File: config.mk
export PLATFORM = sky130hd
export DESIGN_NAME = alu_mul_sequencer_flat
export DESIGN_NICKNAME = d
export VERILOG_FILES = /design/src/rtl/alu_mul_sequencer_if.sv /design/src/rtl/alu_mul_sequencer.sv /design/src/flat_wrapper.sv
export SDC_FILE = /design/constraint.sdc
export NUM_CORES = 1
export LEC_CHECK = 0
export CAP_MARGIN = 20
export CORE_MARGIN = 3
export CORE_UTILIZATION = 36
export DETAILED_ROUTE_END_ITERATION = 12
export PLACE_DENSITY = 0.7
export SLEW_MARGIN = 0
export SYNTH_ARGS = -nofsm -noshare
export SYNTH_HDL_FRONTEND = slang
export SYNTH_SLANG_ARGS = --single-unit
File: constraint.sdc
create_clock -name clk -period 4.3 [get_ports clk]
set_input_delay 0.43 -clock clk [delete_from_list [all_inputs] [get_ports clk]]
set_output_delay 0.43 -clock clk [all_outputs]
set_load 0.005 [all_outputs]
File: src/rtl/alu_mul_sequencer_if.sv
// Handshake/bus bundle between pipeline, shared ALU and the multiply sequencer.
// Signals: start/mul_a/mul_b request, pipe_* pass-through, alu_* ALU side, busy/done/result.
interface alu_mul_sequencer_if #(
  parameter int WIDTH = 32
);
  logic             start;
  logic [WIDTH-1:0] mul_a;
  logic [WIDTH-1:0] mul_b;
  logic [WIDTH-1:0] pipe_a;
  logic [WIDTH-1:0] pipe_b;
  logic [2:0]       pipe_signal;
  logic [WIDTH-1:0] alu_out;
  logic [WIDTH-1:0] alu_a;
  logic [WIDTH-1:0] alu_b;
  logic [2:0]       alu_signal;
  logic             busy;
  logic             done;
  logic [WIDTH-1:0] result;

  // Pipeline/ALU side of the bundle.
  modport master (
    output start, mul_a, mul_b,
    output pipe_a, pipe_b, pipe_signal,
    output alu_out,
    input  alu_a, alu_b, alu_signal,
    input  busy, done, result
  );

  // Sequencer side of the bundle.
  modport slave (
    input  start, mul_a, mul_b,
    input  pipe_a, pipe_b, pipe_signal,
    input  alu_out,
    output alu_a, alu_b, alu_signal,
    output busy, done, result
  );
endinterface

File: src/rtl/alu_mul_sequencer.sv
// Shift-and-add MUL (low word) sequencer that borrows the shared EX ALU adder.
// Ports: clk, rst (async high), bus (slave modport). Option macro: MUL_EARLY_EXIT_EN.
module alu_mul_sequencer #(
  parameter int         WIDTH    = 32,
  parameter logic [2:0] ADD_CODE = 3'b010
) (
  input  logic              clk,
  input  logic              rst,
  alu_mul_sequencer_if.slave bus
);
  localparam int CW = (WIDTH > 1) ? $clog2(WIDTH) : 1;

  typedef enum logic [1:0] {
    IDLE,
    RUN,
    DONE
  } state_t;

  state_t           state_q, state_d;
  logic [WIDTH-1:0] acc_q, acc_d;
  logic [WIDTH-1:0] mcand_q, mcand_d;
  logic [WIDTH-1:0] mplier_q, mplier_d;
  logic [WIDTH-1:0] result_q, result_d;
  logic [CW-1:0]    cnt_q, cnt_d;

  logic [WIDTH-1:0] acc_nxt;
  logic             last;
  logic             idle;

  assign idle = (state_q == IDLE);

  // ALU is ours outside IDLE; it only ever adds acc + mcand.
  assign bus.alu_a      = idle ? bus.pipe_a      : acc_q;
  assign bus.alu_b      = idle ? bus.pipe_b      : mcand_q;
  assign bus.alu_signal = idle ? bus.pipe_signal : ADD_CODE;

  assign bus.busy   = !idle;
  assign bus.done   = (state_q == DONE);
  assign bus.result = result_q;

  // Accumulate only when the current multiplier bit is set.
  assign acc_nxt = mplier_q[0] ? bus.alu_out : acc_q;

  always_comb begin
    last = (cnt_q == CW'(WIDTH - 1));
`ifdef MUL_EARLY_EXIT_EN
    // No higher multiplier bits left to add.
    if ((mplier_q >> 1) == '0) begin
      last = 1'b1;
    end
`endif
  end

  always_comb begin
    state_d  = state_q;
    acc_d    = acc_q;
    mcand_d  = mcand_q;
    mplier_d = mplier_q;
    cnt_d    = cnt_q;
    result_d = result_q;
    unique case (state_q)
      IDLE: begin
        if (bus.start) begin
          acc_d    = '0;
          mcand_d  = bus.mul_a;
          mplier_d = bus.mul_b;
          cnt_d    = '0;
`ifdef MUL_EARLY_EXIT_EN
          if (bus.mul_b == '0) begin
            state_d  = DONE;
            result_d = '0;
          end else begin
            state_d = RUN;
          end
`else
          state_d = RUN;
`endif
        end
      end
      RUN: begin
        acc_d    = acc_nxt;
        mcand_d  = mcand_q << 1;
        mplier_d = mplier_q >> 1;
        cnt_d    = cnt_q + 1'b1;
        if (last) begin
          state_d  = DONE;
          result_d = acc_nxt;
        end
      end
      DONE: begin
        state_d = IDLE;
      end
      default: begin
        state_d = IDLE;
      end
    endcase
  end

  always_ff @(posedge clk or posedge rst) begin
    if (rst) begin
      state_q  <= IDLE;
      acc_q    <= '0;
      mcand_q  <= '0;
      mplier_q <= '0;
      cnt_q    <= '0;
      result_q <= '0;
    end else begin
      state_q  <= state_d;
      acc_q    <= acc_d;
      mcand_q  <= mcand_d;
      mplier_q <= mplier_d;
      cnt_q    <= cnt_d;
      result_q <= result_d;
    end
  end
endmodule

File: src/flat_wrapper.sv
// flat-port wrapper written by rule: the top's interface ports become plain ports
module alu_mul_sequencer_flat 
#(
  parameter int         WIDTH    = 32,
  parameter logic [2:0] ADD_CODE = 3'b010
)
  (clk, rst, bus_start, bus_mul_a, bus_mul_b, bus_pipe_a, bus_pipe_b, bus_pipe_signal, bus_alu_out, bus_alu_a, bus_alu_b, bus_alu_signal, bus_busy, bus_done, bus_result);
  alu_mul_sequencer_if #(.WIDTH(WIDTH)) bus_i ();
  input  logic clk;
  input  logic rst;
  input wire logic [$bits(bus_i.start)-1:0] bus_start;
  input wire logic [$bits(bus_i.mul_a)-1:0] bus_mul_a;
  input wire logic [$bits(bus_i.mul_b)-1:0] bus_mul_b;
  input wire logic [$bits(bus_i.pipe_a)-1:0] bus_pipe_a;
  input wire logic [$bits(bus_i.pipe_b)-1:0] bus_pipe_b;
  input wire logic [$bits(bus_i.pipe_signal)-1:0] bus_pipe_signal;
  input wire logic [$bits(bus_i.alu_out)-1:0] bus_alu_out;
  output wire logic [$bits(bus_i.alu_a)-1:0] bus_alu_a;
  output wire logic [$bits(bus_i.alu_b)-1:0] bus_alu_b;
  output wire logic [$bits(bus_i.alu_signal)-1:0] bus_alu_signal;
  output wire logic [$bits(bus_i.busy)-1:0] bus_busy;
  output wire logic [$bits(bus_i.done)-1:0] bus_done;
  output wire logic [$bits(bus_i.result)-1:0] bus_result;
  assign bus_i.start = bus_start;
  assign bus_i.mul_a = bus_mul_a;
  assign bus_i.mul_b = bus_mul_b;
  assign bus_i.pipe_a = bus_pipe_a;
  assign bus_i.pipe_b = bus_pipe_b;
  assign bus_i.pipe_signal = bus_pipe_signal;
  assign bus_i.alu_out = bus_alu_out;
  assign bus_alu_a = bus_i.alu_a;
  assign bus_alu_b = bus_i.alu_b;
  assign bus_alu_signal = bus_i.alu_signal;
  assign bus_busy = bus_i.busy;
  assign bus_done = bus_i.done;
  assign bus_result = bus_i.result;
  alu_mul_sequencer #(.WIDTH(WIDTH), .ADD_CODE(ADD_CODE)) u_core (.clk(clk), .rst(rst), .bus(bus_i));
endmodule
After elaboration in Yosys (flattened, before gate mapping)
Index checks and enable logic that the tools add are counted.
{ "classes": {"eq_ne": 5, "mux": 15, "n_addsub": 1, "reduce_logical": 6} }
{ "op_table": {"columns": ["operator", "count"], "rows": [
  ["$mux W32", 6],
  ["$pmux W32 S2", 3],
  ["$pmux W5 S2", 1],
  ["$reduce_and A2 Y1", 3],
  ["$add A5 B1 Y5 const B", 1],
  ["$eq A5 B5 Y1 const B", 1],
  ["$mux W5", 1],
  ["$mux W2", 2],
  ["$pmux W2 S2", 1],
  ["$mux W3", 1],
  ["$eq A2 B1 Y1 const B", 1],
  ["$eq A2 B2 Y1 const B", 1],
  ["$logic_not A2 Y1", 1],
  ["$ne A2 B1 Y1 const B", 1],
  ["$ne A2 B2 Y1 const B", 1],
  ["$reduce_bool A2 Y1", 1],
  ["$logic_not A1 Y1", 1]
]} }
{ "word_totals": {"out_inout_bits": 101, "word_cells": 33, "regBits": 135} }

Logic depth before layout (Yosys ltp)
Gate-level depths: netlist (run 1).
{ "logic_depth": {"word_depth": 3, "mapped_depth": 8} }

Worst setup path after synthesis (run 1)
Ideal clock, no wire load.
{ "synth_timing": {"path_kind": "reg2out", "from": "reg u_core.state_q[1]", "to": "out bus_alu_a[10]", "path_slack_ns": 2.600, "arrival_ns": 1.270, "n_path_buf": 3, "required_time_ns": 3.870, "path_stages_with_launch": 6, "path_cell_list": "dfrtp_1 > buf_4 > nor2_4 > buf_6 > buf_4 > mux2_1"} }
{ "synth_between": {"elab_chain_cells": 2} }
{ "synth_lines": {"columns": ["element", "line", "text"], "rows": [
  ["from (decl)", "alu_mul_sequencer.sv:19", "state_t state_q, state_d;"],
  ["from (signal assigned)", "alu_mul_sequencer.sv:108", "state_q <= state_d;"],
  ["$logic_not A2 Y1", "alu_mul_sequencer.sv:30", "assign idle = (state_q == IDLE);"],
  ["$mux W32", "alu_mul_sequencer.sv:33", "assign bus.alu_a = idle ? bus.pipe_a : acc_q;"],
  ["to (decl)", "flat_wrapper.sv:18", "output wire logic [$bits(bus_i.alu_a)-1:0] bus_alu_a;"]
]} }
No other way between the ends.

Worst setup path after layout (run 1)
{ "layout_timing": {"from": "reg u_core.state_q[0]", "to": "out bus_alu_b[4]"} }
{ "layout_between": {"elab_chain_cells": 2} }
{ "layout_lines": {"columns": ["element", "line", "text"], "rows": [
  ["$logic_not A2 Y1", "alu_mul_sequencer.sv:30", null],
  ["$mux W32", "alu_mul_sequencer.sv:34", "assign bus.alu_b = idle ? bus.pipe_b : mcand_q;"],
  ["to (decl)", "flat_wrapper.sv:19", "output wire logic [$bits(bus_i.alu_b)-1:0] bus_alu_b;"]
]} }
No other way between the ends.

==> metrics.md, run 1 <==
| Metric | Value |
|---|---|
| Status | complete, no violations |
| Layout Nets | 1077 |
| Commonest non-fill, non-tap cell in the layout | clkdlybuf4s50_1 |
| Post_cts resized | 0 |
| WP data required | between 3 and 4 ns |
| Clock power frac | 0.231 |
| Largest net degree at the start of global routing | 90 |
| Vias/cell | roughly 5.0 |
| Hold path startpoint | u_core.bus.result[17] |
| # hold bufs at CTS | 0 |
| Root Driver | clkbuf_16 |
| Worst hold path class | register to register |
| Max-Cap Viols | 0 |
| Final setup fails | 0 |
| Cell variety after synth | 31 |
| H-tree depth | 4 |
| Unrepaired setup endpoints after global routing | false |
| Gr usage total | 0.190 |
| Core area | 0.0189 mm² |
| WHS | 0.480 ns |
| CP peak stage delay | 0.67 ns |
| Initial core utilization | 0.369 |
| Slew Viols, Final | 0 |
| Gpl congestion | around 0.76 |
| Worst-skew pair later-pin latency | 0.41 ns |
| Hpwl dp | 14100 µm |
| Proportion of layout cells with a drive suffix above 1 | 0.108 |
| Clock transition at path regs | 0.06 ns |
| Switching power | 1.93 mW |
| Routed Antenna Nets | 0 |
| Synth top area share | 0.484 |
| Seq pwr share | 0.365 |
| Crit Path Category | register to primary output |
| Avg Cell Area, Syn | around 10 µm² |
| LEAKAGE | between 4 and 5 nW |
| Initial antenna violation count | 0 |
| Cell row count | 50 |
| Worst vdd ir | approximately 0.27 mV |
| Synthesized area | 0.00697 mm² |
| Total power | 5.94 mW |
| WL final | 20100 µm |
| 1st-iter DRT viols | 264 |
| Syn_nets | 843 |
| Longest Clk Path Bufs | 2 |
| Actual slew at the worst max-slew pin | 1.00 ns |
| Crit start category | register |
| Commonest cells after routing, fill and taps aside | clkdlybuf4s50_1 (265), dfrtp_1 (132), nand2_1 (97), a21oi_1 (64), and3b_1 (61) |
| #FFs+latches synth | roughly 140 |
| Sequential area share after synthesis | 0.484 |
| Min-Delay Path Depth | 2 |
| Crit-path leading delay family | buffers and inverters |
| Internal power | between 4 and 5 mW |
| Final Util | 0.545 |
| Period minus WS final | 3.28 ns |
| Synth Instances | between 600 and 700 |
| Vias in the first global route | 5834 |
| # IOs | 267 |
| Area of the die | between 0.02 and 0.025 mm² |
| Global-route wire length before repair | between 30000 and 40000 µm |
| Critical register-to-register path endpoint | u_core.acc_q[23] |
| Inserted Clock Buffers | 17 |
| CP cell instances | nor2_4 > buf_12 > mux2_2 > clkdlybuf4s50_1 |
| Cell taking the most area after synthesis | dfrtp_1 |
| Yosys warning count | 0 |
| Setup bufs post-CTS | 0 |
| PD cells | about 580 mW/mm² |
| Die H | 145 µm |
| Vias | 5897 |
| WHS Endpoint | u_core.bus.result[17] |
| F_max | between 300 and 400 MHz |
| TritonRoute pass-1 iters | 4 |
| Switching Fraction | 0.324 |
| Slowest-stage cell, CP | dfrtp_4 |
| Comb pwr share | 0.404 |
| Reg2reg start | u_core.state_q[0] |
| Clk sinks | ~140 |
| CTS tree | yes |
| Flop-to-flop setup slack | 1.80 ns |
| Final Skew | 0.00815 ns |
| Worst-path maximum fanout | 52 |
| R2r worst-path depth | 5 |
| Port buffer count | 266 |
| Worst EP arrival | 2.85 ns |
| Tcrit/Tclk final | 0.762 |
| Relative slew slack | 0.332 |
| Synth top area cells | dfrtp_1 (48%), mux2_2 (7.9%), and3b_1 (7.7%), nand2_1 (5.2%), a21oi_1 (4.6%) |
| Final hold vios | 0 |
| DR DRC count | 0 |
| Remaining global-route overflow | 0 |
| WL/cell | 17.0 µm |
| Die X | about 150 µm |
| CP Capture Type | primary output |
| Setup TNS | 0 ns |
| Area Overhead vs Synth | 47.6% |
| Critical path buffer and inverter count | 2 |
cells by family (layout without fill, tap and decap cells):
kind of cell,count (synthesis),after routing,synth area share
DFF,135,135,0.484
buffers and inverters,65,312,0.0495
adders and majority gates,2,2,0.00359
and+or+nand+nor,176,176,0.146
muxes,97,97,0.151
AOI/OAI and AO/OA,200,200,0.165
other,0,1,0
per-layer routing:
metal	wire length [µm]	GRT usage	vias to the layer above
met4	227	0.0408	0
met3	1360	0.0637	15
met5	0	0	-
met1	9300	0.256	2801
met2	9250	0.299	204
li1	-	-	2877
layout make-up:
type / count / area (µm²)
flip-flops and latches: 135 / 3380
fillers: 1703 / 8600
diodes: 1 / 2.50
multi-input cells: 475 / 3260
clock inverters: 15 / 130
inverters: 3 / 16.3
well taps: 260 / 325
clock buffers: 17 / 425
repair buffers: 277 / 2750
cell usage after synthesis:
master,instances
a21o_1,1
a21oi_1,64
a22o_1,35
a22oi_1,1
a32o_1,1
and2_1,3
and3_1,1
and3b_1,61
buf_2,27
buf_4,6
buf_6,6
clkbuf_1,23
dfrtp_1,135
ha_1,2
inv_1,3
mux2_1,16
mux2_2,49
mux2i_1,32
nand2_1,97
nand2b_1,3
nand3_1,2
nand3b_1,1
nor2_1,1
nor2_4,1
nor2b_1,4
nor2b_4,1
o21ai_0,36
o21ai_1,60
o21bai_2,1
o311ai_0,1
or3_1,1
worst reg2reg max path: stages, from the launching register on:
cell	delay, ns
dfrtp_4	0.72
buf_4	0.68
nor2b_4	0.32
and2_1	0.14
buf_4	0.35
a22o_1	0.23
power by group through the flow:
stage	Clock, mW	Sequential [mW]	Combinational, mW
floorplan	0	2.02	1.37
global placement	0	2.18	2.39
detailed placement	0	2.19	2.44
CTS	1.40	2.17	2.44
global route	1.47	2.24	2.64
finish	1.37	2.17	2.40
worst max-delay path by stage:
| stage | start | end | depth (start not counted) |
|---|---|---|---|
| floorplan | rst | u_core.acc_q[0] | 1 |
| global placement | u_core.state_q[0] | bus_alu_b[7] | 4 |
| detailed placement | u_core.state_q[0] | bus_alu_b[19] | 4 |
| CTS | u_core.state_q[0] | bus_alu_b[19] | 4 |
| global route | u_core.state_q[0] | bus_alu_b[7] | 4 |
| finish | u_core.state_q[0] | bus_alu_b[4] | 4 |
sequential cells by signal, indices dropped and copies added (netlist names):
register / count
u_core.mcand_q: 32
u_core.state_q: 2
u_core.acc_q: 32
u_core.mplier_q: 32
u_core.bus.result: 32
u_core.cnt_q: 5
per-stage QoR:
step / instance area (µm²) / std cells / setup WS [ns]
global placement: 9740 / 1150 / 1.48
global route: 10300 / 1182 / 0.881
detailed placement: 9740 / 1150 / 1.41
finish: 10300 / 1183 / 1.02
floorplan: 6970 / 675 / 0.259
CTS: 10300 / 1182 / 0.958
(Power assumes the default switching activity.)
==> inputs of run 2 (changes only) <==
--- a/config.mk
+++ b/config.mk
@@ -9,7 +9,7 @@
 export CORE_MARGIN = 3
 export CORE_UTILIZATION = 36
 export DETAILED_ROUTE_END_ITERATION = 12
-export PLACE_DENSITY = 0.7
+export PLACE_DENSITY = 0.68
 export SLEW_MARGIN = 0
 export SYNTH_ARGS = -nofsm -noshare
 export SYNTH_HDL_FRONTEND = slang
==> constraint.sdc (replaced) <==
create_clock -name clk -period 3.2 [get_ports clk]
set_input_delay 0.32 -clock clk [delete_from_list [all_inputs] [get_ports clk]]
set_output_delay 0.32 -clock clk [all_outputs]
set_load 0.005 [all_outputs]
==> run 2 against run 1 <==
  * Combinational power increased by 35%
  * Register-to-register slack got worse by 0.66 ns
  * Die area unchanged
  * Critical path depth is the same
  * Clock power increased by 45%
  * Final cell count rose by 0.25%
  * Sequential share of layout area down 0.30 points
  * Final area increased by 0.91%
  * Critical path type unchanged
  * Critical endpoint is now bus_alu_b[28]
==> metrics.md, run 2 (synthesis results as in run 1) <==
| Metric | Value |
|---|---|
| Met2 WL | 9370 µm (+1.2%) |
| Worst-path maximum fanout | 42 (-19%) |
| Placed Cells | 1154 (+0.35%) |
| Setup bufs post-CTS | 0 (unchanged) |
| WP data required | 2.88 ns (-0.99 ns) |
| Slew Viols, Final | 0 (unchanged) |
| # hold bufs at CTS | 0 (unchanged) |
| Layout Nets | 1081 (+0.37%) |
| Vias | 5961 (+1.1%) |
| WL/cell | 17.6 µm (+3.1%) |
| Crit start category | register |
| Clock power frac | 0.243 (+0.012) |
| Hpwl dp | 14400 µm (+1.9%) |
| Unrepaired setup endpoints after global routing | false |
| Area Overhead vs Synth | 49.0% |
| Worst-skew pair later-pin latency | 0.43 ns (+0.02 ns) |
| Remaining global-route overflow | 0 (unchanged) |
| Crit Path Category | register to primary output |
| Gr usage total | 0.198 (+0.00875) |
| Total power | 8.14 mW (+37%) |
| Metal-1 WL | 9530 µm (+2.5%) |
| Worst EP arrival | 2.40 ns (-0.45 ns) |
| WL met3 | 1660 µm (+22%) |
| Gpl congestion | 0.778 (+1.8%) |
| Fillers | 1732 (+1.7%) |
| Core area | 0.0189 mm² (unchanged) |
| Port buffer count | 266 (unchanged) |
| CTS tree | yes |
| Final setup fails | 0 (unchanged) |
| Switching power | 2.56 mW (+33%) |
| Clk sinks | 135 (unchanged) |
| Largest net degree at the start of global routing | 135 (+50%) |
| PD cells | 784 mW/mm² (+36%) |
| Final Skew | 0.0179 ns (+0.00971 ns) |
| Non-Filler Instances | 1186 (+0.25%) |
| Vias/cell | 5.03 (+0.83%) |
| Die X | 145 µm (unchanged) |
| Post-route cell area | 0.0104 mm² (+0.91%) |
| Inserted Clock Buffers | 17 (unchanged) |
| Comb pwr share | 0.397 (-0.007) |
| TritonRoute pass-1 iters | 4 (unchanged) |
| Vias in the first global route | 6078 (+4.2%) |
| 1st-iter DRT viols | 280 (+6.1%) |
| Proportion of layout cells with a drive suffix above 1 | 0.112 (+0.00385) |
| Initial core utilization | 0.369 (unchanged) |
| Setup TNS | 0 ns (unchanged) |
| Flop-to-flop setup slack | 1.14 ns (-0.66 ns) |
| Commonest non-fill, non-tap cell in the layout | clkdlybuf4s50_1 |
| Switching Fraction | 0.314 (-0.00947) |
| Ant diodes | 0 (-1) |
| Max-Cap Viols | 0 (unchanged) |
| Tcrit/Tclk final | 0.850 |
| Root Driver | clkbuf_16 |
| Routed Antenna Nets | 0 (unchanged) |
| Max layer used | met5 |
| LEAKAGE | 4.66 nW (+1.2%) |
| Global-route wire length before repair | 33900 µm (+4.1%) |
| Area of the die | 0.0211 mm² (unchanged) |
| Cell row count | 50 (unchanged) |
| Longest Clk Path Bufs | 2 (unchanged) |
| Period minus WS final | between 2 and 3 ns |
| WL final | 20800 µm (+3.4%) |
| Clock transition at path regs | 0.06 ns (about the same) |
| CP Capture Type | primary output |
| Internal power | 5.58 mW (+39%) |
| Relative slew slack | 0.400 (+0.0686) |
| Worst vdd ir | 0.458 mV (+68%) |
| Actual slew at the worst max-slew pin | 0.897 ns (-0.103 ns) |
| Initial antenna violation count | 1 (+1) |
| Commonest cells after routing, fill and taps aside | clkdlybuf4s50_1 (265), dfrtp_1 (132), nand2_1 (97), a21oi_1 (64), and3b_1 (61) |
| F_max | 368 MHz |
| Final hold vios | 0 (unchanged) |
| Status | complete, no violations |
| Die H | 145 µm (unchanged) |
| Post_cts resized | 0 (unchanged) |
| # IOs | 267 (unchanged) |
| H-tree depth | 4 (unchanged) |
| Worst hold path class | input port to register |
| DR DRC count | 0 (unchanged) |
| Placement Cell Area | 0.00979 mm² (+0.55%) |
| Seq pwr share | 0.360 (-0.005) |
[run 2: per-stage QoR]
step	utilization	hold slack [ns]	worst slack (ns)
after floorplan	-	0.450	1.20
after detailed placement	0.518	0.469	0.907
after CTS	0.550	0.404	0.451
final	0.550	0.415	0.480
after global placement	0.518	0.461	0.941
after global routing	0.550	0.449	0.349
[run 2: final timing paths]
kind | from | endpoint | cells after the start
setup / recovery | u_core.state_q[0] | bus_alu_b[28] | 4
hold / removal | bus_start | u_core.mplier_q[10] | 4
setup reg to reg | u_core.state_q[0] | u_core.cnt_q[3] | 4
hold reg to reg | u_core.bus.result[22] | u_core.bus.result[22] | 2
max in group asynchronous | rst | u_core.mplier_q[13] | 3
min in group asynchronous | rst | u_core.state_q[0] | 2
[run 2: final cells by class]
| type | instances | area [µm²] | share of cell area |
|---|---|---|---|
| flip-flops and latches | 135 | 3380 | 0.326 |
| multi-input cells | 475 | 3260 | 0.314 |
| repair buffers | 281 | 2810 | 0.270 |
| clock buffers | 19 | 453 | 0.0436 |
| well taps | 260 | 325 | 0.0313 |
| clock inverters | 13 | 145 | 0.0140 |
| inverters | 3 | 15.0 | 0.00145 |
[run 2: per-layer routing]
layer  vias up  global-route usage
met2       221               0.304
met5         -                   0
met4         2              0.0494
li1       2881                   -
met3        19              0.0696
met1      2838               0.270
[run 2: worst max-delay path, cell delays in order, from the launching register on]
cell             delay [ns]
dfrtp_4                0.52
nor2_4                 0.12
buf_4                  0.47
mux2_2                 0.40
clkdlybuf4s50_1        0.44
[run 2: power by group through the flow]
stage / registers, mW / logic [mW] / clock network (mW)
after floorplan: 2.72 / 1.85 / 0
after global placement: 2.94 / 3.21 / 0
after detailed placement: 2.95 / 3.27 / 0
after CTS: 2.94 / 3.28 / 2.03
after global routing: 3.03 / 3.55 / 2.11
final: 2.93 / 3.24 / 1.98
==> inputs of run 3 (changes only) <==
--- a/config.mk
+++ b/config.mk
@@ -9,7 +9,7 @@
 export CORE_MARGIN = 3
 export CORE_UTILIZATION = 36
 export DETAILED_ROUTE_END_ITERATION = 12
-export PLACE_DENSITY = 0.68
+export PLACE_DENSITY = 0.7
 export SLEW_MARGIN = 0
 export SYNTH_ARGS = -nofsm -noshare
 export SYNTH_HDL_FRONTEND = slang
==> constraint.sdc (replaced) <==
create_clock -name clk -period 2.2 [get_ports clk]
set_input_delay 0.22 -clock clk [delete_from_list [all_inputs] [get_ports clk]]
set_output_delay 0.22 -clock clk [all_outputs]
set_load 0.005 [all_outputs]
==> run 3 against run 2 <==
  * Critical path depth grew 3
  * Via count grew 2.8%
  * Sequential cell count is the same
  * Setup slack lost 0.44 ns
  * Global-route usage grew 0.51 points
  * Non-clock buffer count grew 34
==> metrics.md, run 3 (synthesis results as in run 1) <==
| Metric | Value |
|---|---|
| Final Skew | 0.00838 ns (-0.00948 ns) |
| Unrepaired setup endpoints after global routing | true |
| Root Driver | clkbuf_16 |
| H-tree depth | 4 (unchanged) |
| Die H | 145 µm (unchanged) |
| Worst-path maximum fanout | 5 (-88%) |
| Cell row count | 50 (unchanged) |
| Vias in the first global route | 5995 (-1.4%) |
| Area of the die | 0.0211 mm² (unchanged) |
| Non-Filler Instances | 1220 (+2.9%) |
| Slowest-stage cell, CP | dfrtp_4 |
| Period minus WS final | 2.16 ns |
| Relative slew slack | 0.578 (+0.178) |
| Vias/cell | 5.02 (about the same) |
| Die X | 145 µm (unchanged) |
| Crit Path Category | register to primary output |
| Max-Cap Viols | 0 (unchanged) |
| Worst vdd ir | 0.690 mV (+51%) |
| Fillers | 1632 (-5.8%) |
| Remaining global-route overflow | 0 (unchanged) |
| Port buffer count | 266 (unchanged) |
| CP peak stage delay | 0.49 ns (-0.03 ns) |
| Gpl congestion | 0.764 (-1.8%) |
| Crit start category | register |
| Most frequent CP cell | buf_12 |
| Core area | 0.0189 mm² (unchanged) |
| F_max | 463 MHz |
| Final hold vios | 0 (unchanged) |
| # IOs | 267 (unchanged) |
| Routed Antenna Nets | 0 (unchanged) |
| Clock transition at path regs | 0.05 ns (about the same) |
| Placed Cells | 1157 (+0.26%) |
| LEAKAGE | 5.07 nW (+8.9%) |
| CP cell instances | nor2_4 > buf_12 > buf_12 > buf_12 > buf_8 > mux2_4 > buf_6 |
| Hpwl dp | 14300 µm (-0.45%) |
| TritonRoute pass-1 iters | 4 (unchanged) |
| WL/cell | 18.0 µm (+2.6%) |
| Status | complete, no violations |
| DR DRC count | 0 (unchanged) |
| WP data required | 1.98 ns (-0.90 ns) |
| Commonest cells after routing, fill and taps aside | clkdlybuf4s50_1 (198), dfrtp_1 (132), nand2_1 (97), a21oi_1 (64), and3b_1 (61) |
| PD cells | 1130 mW/mm² (+44%) |
| # hold bufs at CTS | 0 (unchanged) |
| Largest net degree at the start of global routing | 82 (-39%) |
| Final Util | 0.571 (+0.0207) |
| Clk sinks | 135 (unchanged) |
| Slew Viols, Final | 0 (unchanged) |
| Commonest non-fill, non-tap cell in the layout | clkdlybuf4s50_1 |
| Ant diodes | 0 (unchanged) |
| Area Overhead vs Synth | 54.6% |
| 1st-iter DRT viols | 293 (+4.6%) |
| Crit-path leading delay family | buffers and inverters |
| Worst hold path class | input port to register |
| Proportion of layout cells with a drive suffix above 1 | 0.220 (+0.107) |
| Layout Nets | 1115 (+3.1%) |
| Initial antenna violation count | 0 (-1) |
| Tcrit/Tclk final | 0.983 |
| WL final | 22000 µm (+5.5%) |
| Global-route wire length before repair | 34600 µm (+2.0%) |
| Final setup fails | 0 (unchanged) |
| CP Capture Type | primary output |
| Inserted Clock Buffers | 17 (unchanged) |
| Vias | 6130 (+2.8%) |
| Initial core utilization | 0.369 (unchanged) |
| Gr usage total | 0.203 (+0.00508) |
| Worst EP arrival | 1.94 ns (-0.46 ns) |
| Critical path buffer and inverter count | 5 (+3) |
| Total power | 12.1 mW (+49%) |
| Actual slew at the worst max-slew pin | 0.631 ns (-0.266 ns) |
| CTS tree | yes |
| Worst-skew pair later-pin latency | 0.41 ns (-0.02 ns) |
| Longest Clk Path Bufs | 2 (unchanged) |
[run 3: changes by cell type in the layout (fill, tap and decap cells not counted), moves of 3 or more]
cell / change
buf_16: +5
buf_6: +17
mux2_2: -21
buf_8: +3
clkdlybuf4s50_1: -67
mux2_1: -10
buf_12: +8
clkbuf_2: +54
mux2_4: +31
buf_4: +9
[run 3: routing by layer]
| metal | routed length, µm | global-route usage | up-vias | part of all wire |
|---|---|---|---|---|
| met4 | 340 | 0.0556 | 0 | 0.015 |
| met2 | 10100 | 0.316 | 239 | 0.46 |
| li1 | - | - | 2958 | - |
| met3 | 1610 | 0.0631 | 21 | 0.073 |
| met1 | 9950 | 0.277 | 2912 | 0.45 |
| met5 | 0 | 0 | - | 0 |
[run 3: power breakdown]
| group | total, mW | switching [mW] | internal [mW] |
|---|---|---|---|
| Combinational | 4.98 | 1.99 | 2.99 |
| Clock | 2.91 | 1.11 | 1.79 |
| Sequential | 4.25 | 0.804 | 3.45 |
[run 3: repair_timing]
action | CTS | global route
resized for setup | 136 | 135
pin swaps | 1 | 1
gates cloned | 7 | 0
setup buffers | 19 | 10
setup endpoints to repair | 66 | 67
[run 3: cell type report]
class,count,area [µm²],share of cell area
clock buffer,18,429,0.0398
inverter,3,15.0,0.00139
multi-input combinational,475,3370,0.313
tap,260,325,0.0302
timing repair buffer,315,3080,0.285
clock inverter,14,175,0.0163
sequential,135,3380,0.314
[run 3: worst paths after layout]
path                                       start                     to  slack [ns]  cells after the start
max                            u_core.state_q[0]          bus_alu_b[30]        0.04                      7
min                                    bus_start      u_core.state_q[0]        0.25                      3
max reg2reg                    u_core.state_q[0]     u_core.mplier_q[6]        0.37                      5
min reg2reg                u_core.bus.result[12]  u_core.bus.result[12]        0.48                      2
max in group asynchronous                    rst      u_core.state_q[0]        1.46                      3
min in group asynchronous                    rst  u_core.bus.result[23]        0.26                      3
[run 3: worst reg2reg max path, stage by stage (launching register included)]
cell	delay, ns
dfrtp_4	0.49
buf_4	0.21
o21bai_4	0.55
buf_4	0.35
nand2_1	0.08
o21ai_1	0.08
[run 3: metrics by stage]
step | worst slack (ns) | setup TNS, ns | hold WS, ns | cell area (µm²)
floorplan | 0.301 | 0 | 0.360 | 6980
global placement | 0.263 | 0 | 0.462 | 9860
detailed placement | 0.251 | 0 | 0.470 | 9860
CTS | -0.0956 | -1.98 | 0.243 | 10800
global route | -0.0392 | -0.276 | 0.285 | 10800
finish | 0.0381 | 0 | 0.252 | 10800
